$ cat src/rtl/mem_access_pkg.sv
// mem_access_pkg: opcodes, bus size codes, FSM encodings and decode helpers for the MEM stage
package mem_access_pkg;
    localparam logic [5:0] OP_LB  = 6'b100000;
    localparam logic [5:0] OP_LH  = 6'b100001;
    localparam logic [5:0] OP_LW  = 6'b100011;
    localparam logic [5:0] OP_LBU = 6'b100100;
    localparam logic [5:0] OP_LHU = 6'b100101;
    localparam logic [5:0] OP_SB  = 6'b101000;
    localparam logic [5:0] OP_SH  = 6'b101001;
    localparam logic [5:0] OP_SW  = 6'b101011;
    localparam logic [1:0] SIZE_B = 2'd0;
    localparam logic [1:0] SIZE_H = 2'd1;
    localparam logic [1:0] SIZE_W = 2'd2;
    localparam logic [1:0] S_IDLE = 2'd0;
    localparam logic [1:0] S_REQ  = 2'd1;
    localparam logic [1:0] S_WAIT = 2'd2;
    localparam logic [1:0] S_DONE = 2'd3;
    typedef struct packed {
        logic [31:0] alu;
        logic [31:0] addr;
        logic [31:0] sdata;
        logic [4:0]  wreg;
        logic        rw;
        logic        m2r;
        logic        mw;
        logic [31:0] inst;
        logic [31:0] pc;
    } ex_mem_t;
    // Non-memory opcodes fall back to byte so an idle/reset stage drives size 0.
    function automatic logic [1:0] op_size(input logic [5:0] op);
        return (op == OP_LB || op == OP_LBU || op == OP_SB) ? SIZE_B :
               (op == OP_LH || op == OP_LHU || op == OP_SH) ? SIZE_H :
               (op == OP_LW || op == OP_SW) ? SIZE_W : SIZE_B;
    endfunction
    function automatic logic misaligned(input logic [1:0] size, input logic [1:0] a);
        return (size == SIZE_H && a[0]) || (size == SIZE_W && a != 2'b00);
    endfunction
endpackage

$ cat src/rtl/mem_access_if.sv
// mem_access_if: SRAM-like data bus (req/addr_ok/data_ok)
//   master drives req, wr, size, addr, wdata; slave drives addr_ok, data_ok, rdata
interface mem_access_if #(
    parameter int ADDR_W = 32,
    parameter int DATA_W = 32
);
    logic              req;
    logic              wr;
    logic [1:0]        size;
    logic [ADDR_W-1:0] addr;
    logic [DATA_W-1:0] wdata;
    logic              addr_ok;
    logic              data_ok;
    logic [DATA_W-1:0] rdata;
    modport master (output req, wr, size, addr, wdata, input addr_ok, data_ok, rdata);
    modport slave  (input req, wr, size, addr, wdata, output addr_ok, data_ok, rdata);
endinterface

$ cat src/rtl/mem_access_load_align.sv
// mem_load_align: combinational load lane select and sign/zero extension
//   op (opcode), addr (byte offset), rdata (raw bus word) in; data (extended load value) out
module mem_load_align
    import mem_access_pkg::*;
(
    input  logic [5:0]  op,
    input  logic [1:0]  addr,
    input  logic [31:0] rdata,
    output logic [31:0] data
);
    logic [7:0]  b;
    logic [15:0] h;
    logic        sgn;
    always_comb begin
        b    = rdata[{addr, 3'b000} +: 8];
        h    = addr[1] ? rdata[31:16] : rdata[15:0];
        sgn  = (op == OP_LB) || (op == OP_LH);
        data = op_size(op) == SIZE_B ? {{24{sgn & b[7]}}, b} :
               op_size(op) == SIZE_H ? {{16{sgn & h[15]}}, h} : rdata;
    end
endmodule

$ cat src/rtl/mem_access.sv
// mem_access: MEM pipeline stage issuing loads/stores on an SRAM-like bus
//   clk/rst, stall_in and the EX->MEM *_in bundle in; bus (mem_access_if.master);
//   mem_stall plus the MEM->WB bundle (wb_result, wb_reg, wb_we, inst_out, pc_out) out.
//   MEM_ALIGN_CHECK_EN adds adel/ades and suppresses misaligned accesses.
module mem_access
    import mem_access_pkg::*;
#(
    parameter int ADDR_W = 32,
    parameter int DATA_W = 32
) (
    input  logic        clk,
    input  logic        rst,
`ifdef MEM_ALIGN_CHECK_EN
    output logic        adel,
    output logic        ades,
`endif
    input  logic        stall_in,
    input  logic [31:0] alu_result_in,
    input  logic [31:0] mem_addr_in,
    input  logic [31:0] store_data_in,
    input  logic [4:0]  write_reg_in,
    input  logic        reg_write_in,
    input  logic        mem_to_reg_in,
    input  logic        mem_read_in,
    input  logic        mem_write_in,
    input  logic [31:0] inst_in,
    input  logic [31:0] pc_in,
    mem_access_if.master bus,
    output logic        mem_stall,
    output logic [31:0] wb_result,
    output logic [4:0]  wb_reg,
    output logic        wb_we,
    output logic [31:0] inst_out,
    output logic [31:0] pc_out
);
    ex_mem_t           latch_q, latch_d, in_b;
    logic [1:0]        state_q, state_d, size;
    logic [DATA_W-1:0] rbuf_q, rbuf_d;
    logic [31:0]       sd, load_data;
    logic              capture, go;
    assign mem_stall = (state_q == S_REQ) || (state_q == S_WAIT);
    assign capture   = !stall_in && !mem_stall;
`ifdef MEM_ALIGN_CHECK_EN
    logic adel_q, adel_d, ades_q, ades_d, mis_in;
    assign mis_in = misaligned(op_size(inst_in[31:26]), mem_addr_in[1:0]);
    assign go     = (mem_read_in || mem_write_in) && !mis_in;
    assign adel   = adel_q;
    assign ades   = ades_q;
    assign wb_we  = latch_q.rw && !mem_stall && !adel_q && !ades_q;
    always_comb begin
        adel_d = capture ? (mem_read_in && mis_in) : adel_q;
        ades_d = capture ? (mem_write_in && mis_in) : ades_q;
    end
    always_ff @(posedge clk) begin
        if (rst) begin
            adel_q <= 1'b0;
            ades_q <= 1'b0;
        end else begin
            adel_q <= adel_d;
            ades_q <= ades_d;
        end
    end
`else
    assign go    = mem_read_in || mem_write_in;
    assign wb_we = latch_q.rw && !mem_stall;
`endif
    always_comb begin
        in_b    = '{alu: alu_result_in, addr: mem_addr_in, sdata: store_data_in, wreg: write_reg_in,
                    rw: reg_write_in, m2r: mem_to_reg_in, mw: mem_write_in, inst: inst_in, pc: pc_in};
        latch_d = capture ? in_b : latch_q;
        // IDLE and DONE behave alike: leave only when this cycle captures a memory op.
        state_d = state_q == S_REQ  ? (bus.addr_ok ? S_WAIT : S_REQ) :
                  state_q == S_WAIT ? (bus.data_ok ? S_DONE : S_WAIT) :
                  (capture && go)   ? S_REQ : S_IDLE;
        rbuf_d  = (state_q == S_WAIT && bus.data_ok) ? bus.rdata : rbuf_q;
    end
    always_ff @(posedge clk) begin
        if (rst) begin
            latch_q <= '0;
            state_q <= S_IDLE;
            rbuf_q  <= '0;
        end else begin
            latch_q <= latch_d;
            state_q <= state_d;
            rbuf_q  <= rbuf_d;
        end
    end
    assign size      = op_size(latch_q.inst[31:26]);
    assign sd        = latch_q.sdata;
    assign bus.req   = state_q == S_REQ;
    assign bus.wr    = latch_q.mw;
    assign bus.size  = size;
    assign bus.addr  = latch_q.addr[ADDR_W-1:0];
    assign bus.wdata = size == SIZE_B ? {4{sd[7:0]}} : size == SIZE_H ? {2{sd[15:0]}} : sd;
    mem_load_align u_align (
        .op    (latch_q.inst[31:26]),
        .addr  (latch_q.addr[1:0]),
        .rdata (rbuf_q),
        .data  (load_data)
    );
    assign wb_result = latch_q.m2r ? load_data : latch_q.alu;
    assign wb_reg    = latch_q.wreg;
    assign inst_out  = latch_q.inst;
    assign pc_out    = latch_q.pc;
endmodule

$ cat src/flat_wrapper.sv
// flat-port wrapper written by rule: the top's interface ports become plain ports
module mem_access_flat import mem_access_pkg::*;
#(
    parameter int ADDR_W = 32,
    parameter int DATA_W = 32
)
  (clk, rst, stall_in, alu_result_in, mem_addr_in, store_data_in, write_reg_in, reg_write_in, mem_to_reg_in, mem_read_in, mem_write_in, inst_in, pc_in, mem_stall, wb_result, wb_reg, wb_we, inst_out, pc_out, bus_req, bus_wr, bus_size, bus_addr, bus_wdata, bus_addr_ok, bus_data_ok, bus_rdata);
  mem_access_if #(.ADDR_W(ADDR_W), .DATA_W(DATA_W)) bus_i ();
  input  logic clk;
  input  logic rst;
  input  logic stall_in;
  input  logic [31:0] alu_result_in;
  input  logic [31:0] mem_addr_in;
  input  logic [31:0] store_data_in;
  input  logic [4:0] write_reg_in;
  input  logic reg_write_in;
  input  logic mem_to_reg_in;
  input  logic mem_read_in;
  input  logic mem_write_in;
  input  logic [31:0] inst_in;
  input  logic [31:0] pc_in;
  output logic mem_stall;
  output logic [31:0] wb_result;
  output logic [4:0] wb_reg;
  output logic wb_we;
  output logic [31:0] inst_out;
  output logic [31:0] pc_out;
  output wire logic [$bits(bus_i.req)-1:0] bus_req;
  output wire logic [$bits(bus_i.wr)-1:0] bus_wr;
  output wire logic [$bits(bus_i.size)-1:0] bus_size;
  output wire logic [$bits(bus_i.addr)-1:0] bus_addr;
  output wire logic [$bits(bus_i.wdata)-1:0] bus_wdata;
  input wire logic [$bits(bus_i.addr_ok)-1:0] bus_addr_ok;
  input wire logic [$bits(bus_i.data_ok)-1:0] bus_data_ok;
  input wire logic [$bits(bus_i.rdata)-1:0] bus_rdata;
  assign bus_req = bus_i.req;
  assign bus_wr = bus_i.wr;
  assign bus_size = bus_i.size;
  assign bus_addr = bus_i.addr;
  assign bus_wdata = bus_i.wdata;
  assign bus_i.addr_ok = bus_addr_ok;
  assign bus_i.data_ok = bus_data_ok;
  assign bus_i.rdata = bus_rdata;
  mem_access #(.ADDR_W(ADDR_W), .DATA_W(DATA_W)) u_core (.clk(clk), .rst(rst), .stall_in(stall_in), .alu_result_in(alu_result_in), .mem_addr_in(mem_addr_in), .store_data_in(store_data_in), .write_reg_in(write_reg_in), .reg_write_in(reg_write_in), .mem_to_reg_in(mem_to_reg_in), .mem_read_in(mem_read_in), .mem_write_in(mem_write_in), .inst_in(inst_in), .pc_in(pc_in), .bus(bus_i), .mem_stall(mem_stall), .wb_result(wb_result), .wb_reg(wb_reg), .wb_we(wb_we), .inst_out(inst_out), .pc_out(pc_out));
endmodule
$ cat config.mk
export PLATFORM = sky130hd
export DESIGN_NAME = mem_access_flat
export DESIGN_NICKNAME = d
export VERILOG_FILES = /design/src/rtl/mem_access_pkg.sv /design/src/rtl/mem_access_if.sv /design/src/rtl/mem_access_load_align.sv /design/src/rtl/mem_access.sv /design/src/flat_wrapper.sv
export SDC_FILE = /design/constraint.sdc
export NUM_CORES = 1
export LEC_CHECK = 0
export BUFFER_PORTS_ARGS = -buffer_cell sky130_fd_sc_hd__buf_2
export CORE_AREA = 2 2 145 147
export CTS_CLUSTER_SIZE = 20
export DETAILED_ROUTE_END_ITERATION = 12
export DIE_AREA = 0 0 147 149
export PLACE_DENSITY = 0.76
export SYNTH_ARGS = -nofsm -noshare
export SYNTH_HDL_FRONTEND = slang
export SYNTH_SLANG_ARGS = --single-unit
$ cat constraint.sdc
create_clock -name clk -period 3.4 [get_ports clk]
set_input_delay 0.68 -clock clk [delete_from_list [all_inputs] [get_ports clk]]
set_output_delay 0.68 -clock clk [all_outputs]
set_load 0.05 [all_outputs]
==> reports/results.ini, run 1 <==
[drt]
first_pass_iters = 5
wirelength_um = 27300
viasPerCell = 5.13
wl_per_cell_um = 15.9
antenna_left = 0
drt_iter0_drc = 578
via_count = 8811
drc_errors = 0

[clocking]
cts_buffer_depth = 3
cts_tree = yes
cts_inserted_buffers = 22
path_clk_slew_ns = 0.06
post_cts_buffers = 0
cts.htree.levels = 1
clk_root_buffer_cell = clkbuf_16
clkLatencyLatePin_ns = 0.50
cts_num_sinks = 202

[hold_path]
hp-class = input pin to flip-flop

[finish]
max_flop_register = u_core.latch_q
syn_to_final_growth_pct = 20.7
num-fill-cells = 1994
fin_nets = 1635
final_cells = 1718
largest_reg_flops = 34
fin_util_pct = 54.2
drive_above_1_share_pct = 31.1
design_area_mm2 = 0.0111

[sta]
finClkSkew_ns = 0.0203
max_freq_mhz = 311
tightest_slew_ns = 1.13
rsz0062_at_grt = no
layout_min_cycle_time_ns = 3.22
setup_viol = 0
slew_violations = 0
timing.final.crit_share_pct = 94.7
finalSetupTns_ns = 0
max-slew-margin-rel_pct = 24.5
fin_ws_ns = 0.181
hold_violations = 0

[critical_path]
cp-start-kind = flip-flop
slowest_delay_ns = 0.42
critPathCaptureType = primary output
crit_type = flip-flop to primary output
cp_data_required_time_ns = 2.72
cp_data_arrival_time_ns = 2.54
critPathBufInv = 2
critPathTopFamily = simple AND/OR/NAND/NOR gates
crit_fanout = 15
slowest_stage = nor4_2
crit_path_cell_trace = nor4_2 -> nand2_1 -> o21ai_4 -> buf_4 -> o22a_1 -> buf_2

[synth]
synth_cell_types = 44
synth_flop_cell = dfxtp_1
syn_area_mm2 = 0.00924
syn_inst = 1208
synth_area_per_cell_um2 = 7.64
synth_top_area_cell = dfxtp_1
synth_seq_area_share_pct = 43.8
syn_nets = 1416
synth_edf_count = 0
yosys_warnings = 0
yosys-top-cells-area = dfxtp_1 44%, nand2_1 18%, a21oi_1 12%
ys_ff_latch = 202
yosys.area.top_type_share_pct = 43.8
postSynth.asyncResetShare_pct = 0

[grt]
grtUsageTotal_pct = 23.7
grt_pass1_wl_um = 42300
grt_pass1_vias = 8172
grt_max_degree = 117
grt_overflow_total = 0
antenna_found_initial = 4

[floorplanning]
io_pins = 377
dieArea_mm2 = 0.0219
placementRows = 53
coreArea_mm2 = 0.0206
dieHeight_um = 149
die_x_um = 147
initial_core_util_pct = 44.9

[placed_design]
place_ws_ns = 0.609
io_buffer_count = 376
place_area_mm2 = 0.0104
place_hpwl_um = 19400
dp_cells = 1678
gp_congestion = 0.903

[power_and_ir_drop]
power_density_mw_per_mm2 = 612
power.leakage_nw = 5.06
peakVddDrop_mv = 0.488

[outcome]
outcome = complete, no violations

[run]
maxCapViolCount = 0

-- Yosys cell counts, types with 2 or more instances --
cell	number
nand2b_1	2
mux4_1	7
o22a_1	22
nor2_1	11
nand2_1	449
a21oi_1	223
buf_1	4
o31ai_1	7
nand3_1	8
buf_4	113
and2_1	3
clkbuf_1	58
inv_1	3
a22oi_1	8
nor3_1	2
o21ai_0	16
buf_2	20
dfxtp_1	202
nand4_1	7
mux2_2	8
buf_6	3
ha_1	2
a41oi_1	8
nor2_2	2
-- worst paths after layout --
check | slack, ns | startpoint | cells after the start | endpoint
max | 0.18 | u_core.inst_out[28]$_SDFFE_PP0P_ | 6 | wb_result[13]
min | 0.40 | bus_addr_ok | 2 | u_core.state_q[0]$_SDFF_PP0_
max reg2reg | 1.33 | u_core.state_q[0]$_SDFF_PP0_ | 6 | u_core.inst_out[16]$_SDFFE_PP0P_
min reg2reg | 0.45 | u_core.latch_q[66]$_SDFFE_PP0P_ | 2 | u_core.latch_q[66]$_SDFFE_PP0P_
-- final cells by class --
class,instances,area [um^2],area share (%)
well taps,275,344,3.09
clock inverters,2,10.0,0.0898
inverters,4,15.0,0.135
repair buffers,393,2040,18.3
flip-flops and latches,202,4040,36.3
multi-input cells,804,4000,35.8
diodes,2,5.00,0.0449
clock buffers,36,694,6.23
-- layer usage --
metal	part of all wire, %	track usage [%]	vias to the layer above
met5	0.099	0	-
met2	47	38.8	403
met3	9.2	6.06	72
met4	3.5	9.04	4
met1	40	30.2	4013
li1	-	-	4319
-- placed cells by master (no fill, tap or decap), types with 2 or more instances in the layout --
cell / count
a21oi_1: 223
a22oi_1: 8
a41oi_1: 8
and2_1: 3
buf_12: 2
buf_2: 375
buf_4: 15
clkbuf_1: 6
clkbuf_16: 23
clkbuf_8: 7
clkinv_2: 2
dfxtp_1: 202
diode_2: 2
ha_1: 2
inv_1: 3
mux2_2: 8
mux4_1: 7
nand2_1: 449
nand3_1: 8
nand4_1: 7
nor2_1: 10
nor2_4: 2
nor3_1: 2
o21ai_0: 16
o22a_1: 22
o31ai_1: 7
-- per-stage QoR --
stage          total power, mW  hold WS [ns]
2_1_floorplan             4.23         0.432
3_3_place_gp              4.54         0.438
3_5_place_dp              4.56         0.442
4_1_cts                   6.89         0.368
5_1_grt                   7.13         0.388
6_report                  6.83         0.396
-- kinds of logic (layout without fill, tap and decap cells) --
| family | count (synthesis) | in the layout | share of synthesized area (%) |
|---|---|---|---|
| adder cells (fa/ha/maj) | 2 | 2 | 0.271 |
| AO/OA/AOI/OAI | 292 | 292 | 17.8 |
| other | 0 | 2 | 0 |
| buffers and inverters | 202 | 435 | 13.3 |
| multiplexers | 18 | 18 | 3.44 |
| flip-flops | 202 | 202 | 43.8 |
| AND/OR/NAND/NOR | 492 | 492 | 21.3 |
-- repair_timing --
action	4_1_cts	5_1_grt
hold buffers	0	0
resized for setup	0	3
endpoints found under the hold margin	0	0
setup endpoints to repair	0	19
-- power by group --
| part | switching [mW] | internal, mW | leakage (nW) |
|---|---|---|---|
| clock | 0.936 | 1.38 | 0.349 |
| combinational | 1.36 | 0.467 | 3.06 |
| sequential | 0.122 | 2.56 | 1.66 |
| total | 2.41 | 4.41 | 5.06 |
(Power assumes the default switching activity.)
==> run 2: changes to the inputs <==
--- a/config.mk
+++ b/config.mk
@@ -10,7 +10,9 @@
 export CTS_CLUSTER_SIZE = 20
 export DETAILED_ROUTE_END_ITERATION = 12
 export DIE_AREA = 0 0 147 149
+export GPL_TIMING_DRIVEN = 0
 export PLACE_DENSITY = 0.76
+export RECOVER_POWER = 50
 export SYNTH_ARGS = -nofsm -noshare
 export SYNTH_HDL_FRONTEND = slang
 export SYNTH_SLANG_ARGS = --single-unit
==> run 2 against run 1 <==
Worst hold slack worse by 0.018 ns. Wire length up 11%. Largest power group unchanged. Combinational power up 11%. Largest cell class unchanged. First-iteration DRC count down 0.35%. Critical path depth unchanged. Critical path type unchanged. Clock power about the same. Highest routed layer unchanged. Global-route usage up 2.5 points. Fmax down 2.0%. Sequential power about the same. Flip-flop and latch count unchanged. Clock skew down 0.0075 ns.
==> reports/results.ini, run 2 (same netlist as run 1, synthesis figures left out) <==
[finish]
seqCellArea_mm2 = 0.00405  ; about the same
largest_reg_flops = 34  ; unchanged
drive_above_1_share_pct = 28.1  ; -3.0 points
n_antenna_cell = 0  ; -2
layout_common_cells = 449 x nand2_1, 281 x buf_2, 223 x a21oi_1, 201 x dfxtp_1, 177 x clkbuf_1
multi_input_area_mm2 = 0.00397  ; -0.72%
design_area_mm2 = 0.0120  ; +8.0%
num-fill-cells = 2003  ; +0.45%
layout_commonest_cell = nand2_1
max_flop_register = u_core.latch_q
syn_to_final_growth_pct = 30.4
fin_nets = 1817  ; +11%

[power_and_ir_drop]
power.leakage_nw = 5.28  ; +4.2%
pwr-share-seq_pct = 38.2  ; -1.1 points
combPwrFrac_pct = 28.6  ; +1.9 points
power_density_mw_per_mm2 = 586  ; -4.4%
switching_share_pct = 36.2  ; +0.81 points
peakVddDrop_mv = 0.432  ; -12%
p_clk_share_pct = 33.2  ; -0.8 points
switching_power_mw = 2.55  ; +5.6%
p_int_mw = 4.50  ; +2.0%

[critical_path]
worstSetupStartpoint = u_core.inst_out[26]$_SDFFE_PP0P_
cp_data_required_time_ns = 2.72  ; about the same
rrSetupSlack_ns = 0.94  ; -0.39 ns
crit_path_cell_trace = nand3b_4 -> nor2_2 -> buf_2 -> nand3_1 -> a41oi_1 -> buf_2
timing.rr.end = u_core.sd[5]$_SDFFE_PP0P_
timing.rr.start = u_core.state_q[0]$_SDFF_PP0_
cp-start-kind = flip-flop
crit_fanout = 10  ; -5
slowest_delay_ns = 0.45  ; +0.03 ns
crit_end = wb_result[6]
cp_common_cell = buf_2
cp.depth = 6  ; unchanged
cp_data_arrival_time_ns = 2.60  ; +0.06 ns
critPathBufInv = 2  ; unchanged
reg2regPathDepth = 8  ; +2
critPathTopFamily = simple AND/OR/NAND/NOR gates
critPathCaptureType = primary output
crit_type = flip-flop to primary output
slowest_stage = dfxtp_1

[drt]
viasPerCell = 4.97  ; -3.1%
wl_per_cell_um = 15.9  ; about the same
drc_errors = 0  ; unchanged
antenna_left = 0  ; unchanged
wirelength_um = 30200  ; +11%
via_count = 9443  ; +7.2%
drt_iter0_drc = 576  ; -0.35%
first_pass_iters = 6  ; +1

[sta]
finClkSkew_ns = 0.0128  ; -0.00752 ns
setup_viol = 0  ; unchanged
finalSetupTns_ns = 0  ; unchanged
slew_violations = 0  ; unchanged
max-slew-margin-rel_pct = 49.4  ; +25 points
tightest_slew_ns = 0.760  ; -0.369 ns
max_freq_mhz = 305  ; -2.0%
rsz0062_at_grt = no
timing.final.crit_share_pct = 96.6  ; +1.9 points
hold_violations = 0  ; unchanged
layout_min_cycle_time_ns = 3.28  ; +0.0647 ns

[grt]
grt_max_degree = 13  ; -89%
antenna_found_initial = 2  ; -2
grt_pass1_wl_um = 45900  ; +8.5%
grtUsageTotal_pct = 26.2  ; +2.5 points
grt_overflow_total = 0  ; unchanged
grt_pass1_vias = 8826  ; +8.0%

[floorplanning]
dieHeight_um = 149  ; unchanged
initial_core_util_pct = 44.9  ; unchanged
placementRows = 53  ; unchanged
die_x_um = 147  ; unchanged
coreArea_mm2 = 0.0206  ; unchanged
dieArea_mm2 = 0.0219  ; unchanged
io_pins = 377  ; unchanged

[clocking]
path_clk_slew_ns = 0.06  ; about the same
cts_num_sinks = 202  ; unchanged
cts_tree = yes
cts.htree.levels = 1  ; unchanged
clkLatencyLatePin_ns = 0.51  ; about the same
cts_inserted_buffers = 23  ; +4.5%
clk_root_buffer_cell = clkbuf_16
cts_buffer_depth = 3  ; unchanged
hold_buffers = 0  ; unchanged

[placed_design]
place_hpwl_um = 23400  ; +21%
gp_congestion = 0.914  ; +1.1%
io_buffer_count = 375  ; -0.27%
place_area_mm2 = 0.0115  ; +9.9%

[hold_path]
hold_path_startpoint = bus_addr_ok
hp-class = input pin to flip-flop

[run]
maxCapViolCount = 0  ; unchanged

[outcome]
outcome = complete, no violations

-- run 2: cell count changes in the layout (fill, tap and decap cells not counted), sizes merged --
cell / change
buf: +9
clkbuf: +170
clkinv: +3
diode: -2
inv: +2
-- run 2: timing repair --
action	in CTS	in global routing
buffers inserted	1	0
pin swaps	1	0
setup endpoints to repair	1	4
gates resized for setup	0	4
gates cloned	0	0
endpoints found under the hold margin	0	0
-- run 2: worst min-delay path by stage --
stage / slack, ns / depth (start not counted) / endpoint
final: 0.38 / 2 / u_core.state_q[0]$_SDFF_PP0_
after global routing: 0.38 / 2 / u_core.state_q[0]$_SDFF_PP0_
after detailed placement: 0.45 / 2 / u_core.bus.addr[21]$_SDFFE_PP0P_
after floorplan: 0.43 / 2 / u_core.latch_q[66]$_SDFFE_PP0P_
after global placement: 0.44 / 2 / u_core.latch_q[66]$_SDFFE_PP0P_
after CTS: 0.36 / 2 / u_core.state_q[0]$_SDFF_PP0_
-- run 2: power groups by stage --
stage	Clock [mW]	Sequential, mW	Combinational, mW
2_1_floorplan	0	2.70	1.53
3_3_place_gp	0	2.73	2.03
3_5_place_dp	0	2.74	2.05
4_1_cts	2.38	2.69	2.05
5_1_grt	2.49	2.71	2.15
6_report	2.34	2.69	2.02
-- run 2: per-stage QoR --
stage / utilization (%) / total power [mW] / setup WS [ns] / hold WS (ns) / cells
after floorplan: - / 4.23 / 0.667 / 0.432 / 1208
after global placement: 55.7 / 4.76 / 0.489 / 0.440 / 1858
after detailed placement: 55.7 / 4.79 / 0.495 / 0.447 / 1858
after CTS: 59.2 / 7.12 / 0.0282 / 0.358 / 1900
after global routing: 58.6 / 7.35 / 0.0431 / 0.381 / 1900
final: 58.6 / 7.05 / 0.117 / 0.378 / 1900
-- run 2: cell type report --
| type | instances | area share (%) |
|---|---|---|
| Clock inverter | 7 | 0.353 |
| Multi-Input combinational cell | 804 | 33.0 |
| Tap cell | 275 | 2.86 |
| Clock buffer | 34 | 5.54 |
| Buffer | 198 | 10.1 |
| Timing Repair Buffer | 376 | 14.5 |
| Sequential cell | 202 | 33.6 |
| Inverter | 4 | 0.125 |
-- run 2: per-layer routing --
layer  vias up  track usage [%]  wire (um)
li1       4698                -          -
met1      4291             33.4      12600
met2       401             44.8      14400
met3        49             6.70       2590
met4         4             6.25        620
met5         -                0         21
==> run 3: changes to the inputs <==
--- a/config.mk
+++ b/config.mk
@@ -6,13 +6,15 @@
 export NUM_CORES = 1
 export LEC_CHECK = 0
 export BUFFER_PORTS_ARGS = -buffer_cell sky130_fd_sc_hd__buf_2
-export CORE_AREA = 2 2 145 147
+export CORE_ASPECT_RATIO = 0.75
+export CORE_MARGIN = 1.5
+export CORE_UTILIZATION = 49
 export CTS_CLUSTER_SIZE = 20
 export DETAILED_ROUTE_END_ITERATION = 12
-export DIE_AREA = 0 0 147 149
 export GPL_TIMING_DRIVEN = 0
-export PLACE_DENSITY = 0.76
+export PLACE_DENSITY = 0.81
 export RECOVER_POWER = 50
+export SETUP_SLACK_MARGIN = 0.5
 export SYNTH_ARGS = -nofsm -noshare
 export SYNTH_HDL_FRONTEND = slang
 export SYNTH_SLANG_ARGS = --single-unit
==> constraint.sdc (replaced) <==
create_clock -name clk -period 3.7 [get_ports clk]
set_input_delay 0.74 -clock clk [delete_from_list [all_inputs] [get_ports clk]]
set_output_delay 0.74 -clock clk [all_outputs]
set_load 0.05 [all_outputs]
==> run 3 against run 2 <==
Flip-flop and latch count unchanged. Power is 7.0% lower. Critical path type unchanged. Clock-buffer cell count shrank 9. Wire length is 2.1% higher. Die area fell by 10%. Critical path depth grew 2. Utilization increased by 7.7 points. Clock power decreased by 6%. Register-to-register slack better by 0.31 ns. Sequential power is 7.8% lower. Global-route usage increased by 4.0 points. Via count up 3.1%.
==> reports/results.ini, run 3 (same netlist as run 1, synthesis figures left out) <==
[critical_path]
critPathCaptureType = primary output
rrSetupSlack_ns = 1.25  ; +0.31 ns
crit_path_cell_trace = and3b_1 -> buf_6 -> nand2b_1 -> clkbuf_4 -> clkbuf_4 -> a21oi_1 -> o22a_1 -> buf_2
cp_common_cell = clkbuf_4
crit_fanout = 10  ; unchanged
slowest_delay_ns = 0.38  ; -0.07 ns
crit_type = flip-flop to primary output
cp_data_required_time_ns = 2.96  ; +0.24 ns
slowest_stage = dfxtp_2
cp-start-kind = flip-flop
reg2regPathDepth = 8  ; unchanged
cp_data_arrival_time_ns = 2.40  ; -0.20 ns

[power_and_ir_drop]
power_density_mw_per_mm2 = 537  ; -8.4%
peakVddDrop_mv = 0.408  ; -5.5%
power.leakage_nw = 5.37  ; +1.8%

[clocking]
cts_inserted_buffers = 21  ; -8.7%
hold_buffers = 0  ; unchanged
cts.htree.levels = 1  ; unchanged
cts_buffer_depth = 3  ; unchanged
clk_root_buffer_cell = clkbuf_16
cts_num_sinks = 202  ; unchanged
clkLatencyLatePin_ns = 0.50  ; about the same
path_clk_slew_ns = 0.06  ; about the same
cts_tree = yes

[sta]
max_freq_mhz = 318
finClkSkew_ns = 0.0115  ; -0.00125 ns
max-slew-margin-rel_pct = 45.5  ; -3.8 points
slew_violations = 0  ; unchanged
layout_min_cycle_time_ns = 3.14
tightest_slew_ns = 0.817  ; +0.0576 ns
fin_ws_ns = 0.559  ; +0.442 ns
hold_violations = 0  ; unchanged
rsz0062_at_grt = yes
timing.final.crit_share_pct = 84.9
setup_viol = 0  ; unchanged
finalSetupTns_ns = 0  ; unchanged

[drt]
met2_length_um = 14200  ; -1.5%
antenna_left = 0  ; unchanged
drc_errors = 0  ; unchanged
highest_layer = met4
drt_iter0_drc = 595  ; +3.3%
viasPerCell = 5.17  ; +4.0%
wl_met1_um = 12700  ; +0.90%
wl_per_cell_um = 16.4  ; +3.0%
via_count = 9740  ; +3.1%
wirelength_um = 30900  ; +2.1%
first_pass_iters = 7  ; +1
wl_met3_um = 2880  ; +11%

[outcome]
outcome = complete, no violations

[floorplanning]
placementRows = 43  ; -19%
coreArea_mm2 = 0.0185  ; -10%
io_pins = 377  ; unchanged
dieHeight_um = 122  ; -18%
dieArea_mm2 = 0.0197  ; -10%
initial_core_util_pct = 50.0  ; +5.1 points
die_x_um = 162  ; +9.9%

[finish]
max_flop_register = u_core.latch_q
syn_to_final_growth_pct = 32.4
fin_nets = 1824  ; +0.39%
design_area_mm2 = 0.0122  ; +1.5%
layout_commonest_cell = nand2_1
num-fill-cells = 1672  ; -17%
drive_above_1_share_pct = 29.9  ; +1.8 points
largest_reg_flops = 34  ; unchanged
layout_common_cells = 449 x nand2_1, 268 x buf_2, 220 x a21oi_1, 197 x dfxtp_1, 164 x clkbuf_1

[placed_design]
place_area_mm2 = 0.0114  ; -0.31%
place_ws_ns = 0.805  ; +0.310 ns
io_buffer_count = 375  ; unchanged
place_hpwl_um = 23600  ; +1.1%
gp_congestion = 0.916  ; +0.24%

[hold_path]
hp-class = flip-flop to flip-flop
holdPathStages = 2  ; unchanged

[run]
maxCapViolCount = 0  ; unchanged

[grt]
grt_pass1_wl_um = 46300  ; +0.83%
grt_max_degree = 15  ; +2
grt_overflow_total = 0  ; unchanged
grt_pass1_vias = 8857  ; +0.35%
antenna_found_initial = 7  ; +5
grtUsageTotal_pct = 30.2  ; +4.0 points

==> run 3: changes by cell type in the layout (fill, tap and decap cells not counted), moves of 3 or more <==
cell | before | now
buf_2 | 281 | 268
buf_4 | 114 | 127
clkbuf_1 | 177 | 164
clkbuf_4 | 0 | 13
diode_2 | 0 | 6
clkbuf_2 | 1 | 5
dfxtp_1 | 201 | 197
a21oi_1 | 223 | 220
bufinv_16 | 0 | 3
clkbuf_8 | 5 | 2
dfxtp_2 | 1 | 4
==> run 3: path summary, 6_finish.rpt <==
path	to	startpoint
max	wb_result[18]	u_core.inst_out[30]$_SDFFE_PP0P_
min	u_core.latch_q[66]$_SDFFE_PP0P_	u_core.latch_q[66]$_SDFFE_PP0P_
max reg2reg	u_core.inst_out[1]$_SDFFE_PP0P_	u_core.state_q[0]$_SDFF_PP0_
min reg2reg	u_core.latch_q[66]$_SDFFE_PP0P_	u_core.latch_q[66]$_SDFFE_PP0P_
==> run 3: area by class of cell <==
class	instances	area [um^2]	share of cell area [%]
Sequential cell	202	4050	33.2
Multi-Input combinational cell	804	4030	33.0
Timing Repair Buffer	385	1850	15.2
Buffer	198	1230	10.1
Clock buffer	25	561	4.59
Tap cell	247	309	2.53
Clock inverter	13	150	1.23
Inverter	4	18.8	0.154
Antenna cell	6	15.0	0.123
==> run 3: per-layer routing <==
metal  GRT usage (%)  vias up
met5               0        -
met4            12.1        0
met3            7.15       81
met2            49.5      472
met1            38.5     4457
li1                -     4730
==> run 3: worst max-delay path, delay by kind of cell, from the launching register on <==
kind	cells	cell delay, ns
and+or+nand+nor	2	0.32
buffers and inverters	4	0.83
DFF	1	0.38
AOI/OAI and AO/OA	2	0.36
==> run 3: power by group <==
part	internal, mW	switching, mW	total, mW
registers	2.36	0.125	2.48
clock network	1.30	0.897	2.20
logic	0.559	1.32	1.88
==> run 3: what timing repair did <==
action	CTS	global route
gates resized for setup	11	41
buffers inserted	1	9
endpoints found under the setup margin	48	40
pin swaps	1	4
cloned	0	0
==> run 3: through the flow <==
step / util [%] / power [mW] / hold slack, ns / std cells
after floorplan: - / 3.88 / 0.432 / 1208
after global placement: 61.9 / 4.37 / 0.439 / 1830
after detailed placement: 61.9 / 4.39 / 0.443 / 1830
after CTS: 66.0 / 6.58 / 0.450 / 1869
after global routing: 66.2 / 6.83 / 0.459 / 1884
final: 66.2 / 6.56 / 0.451 / 1884
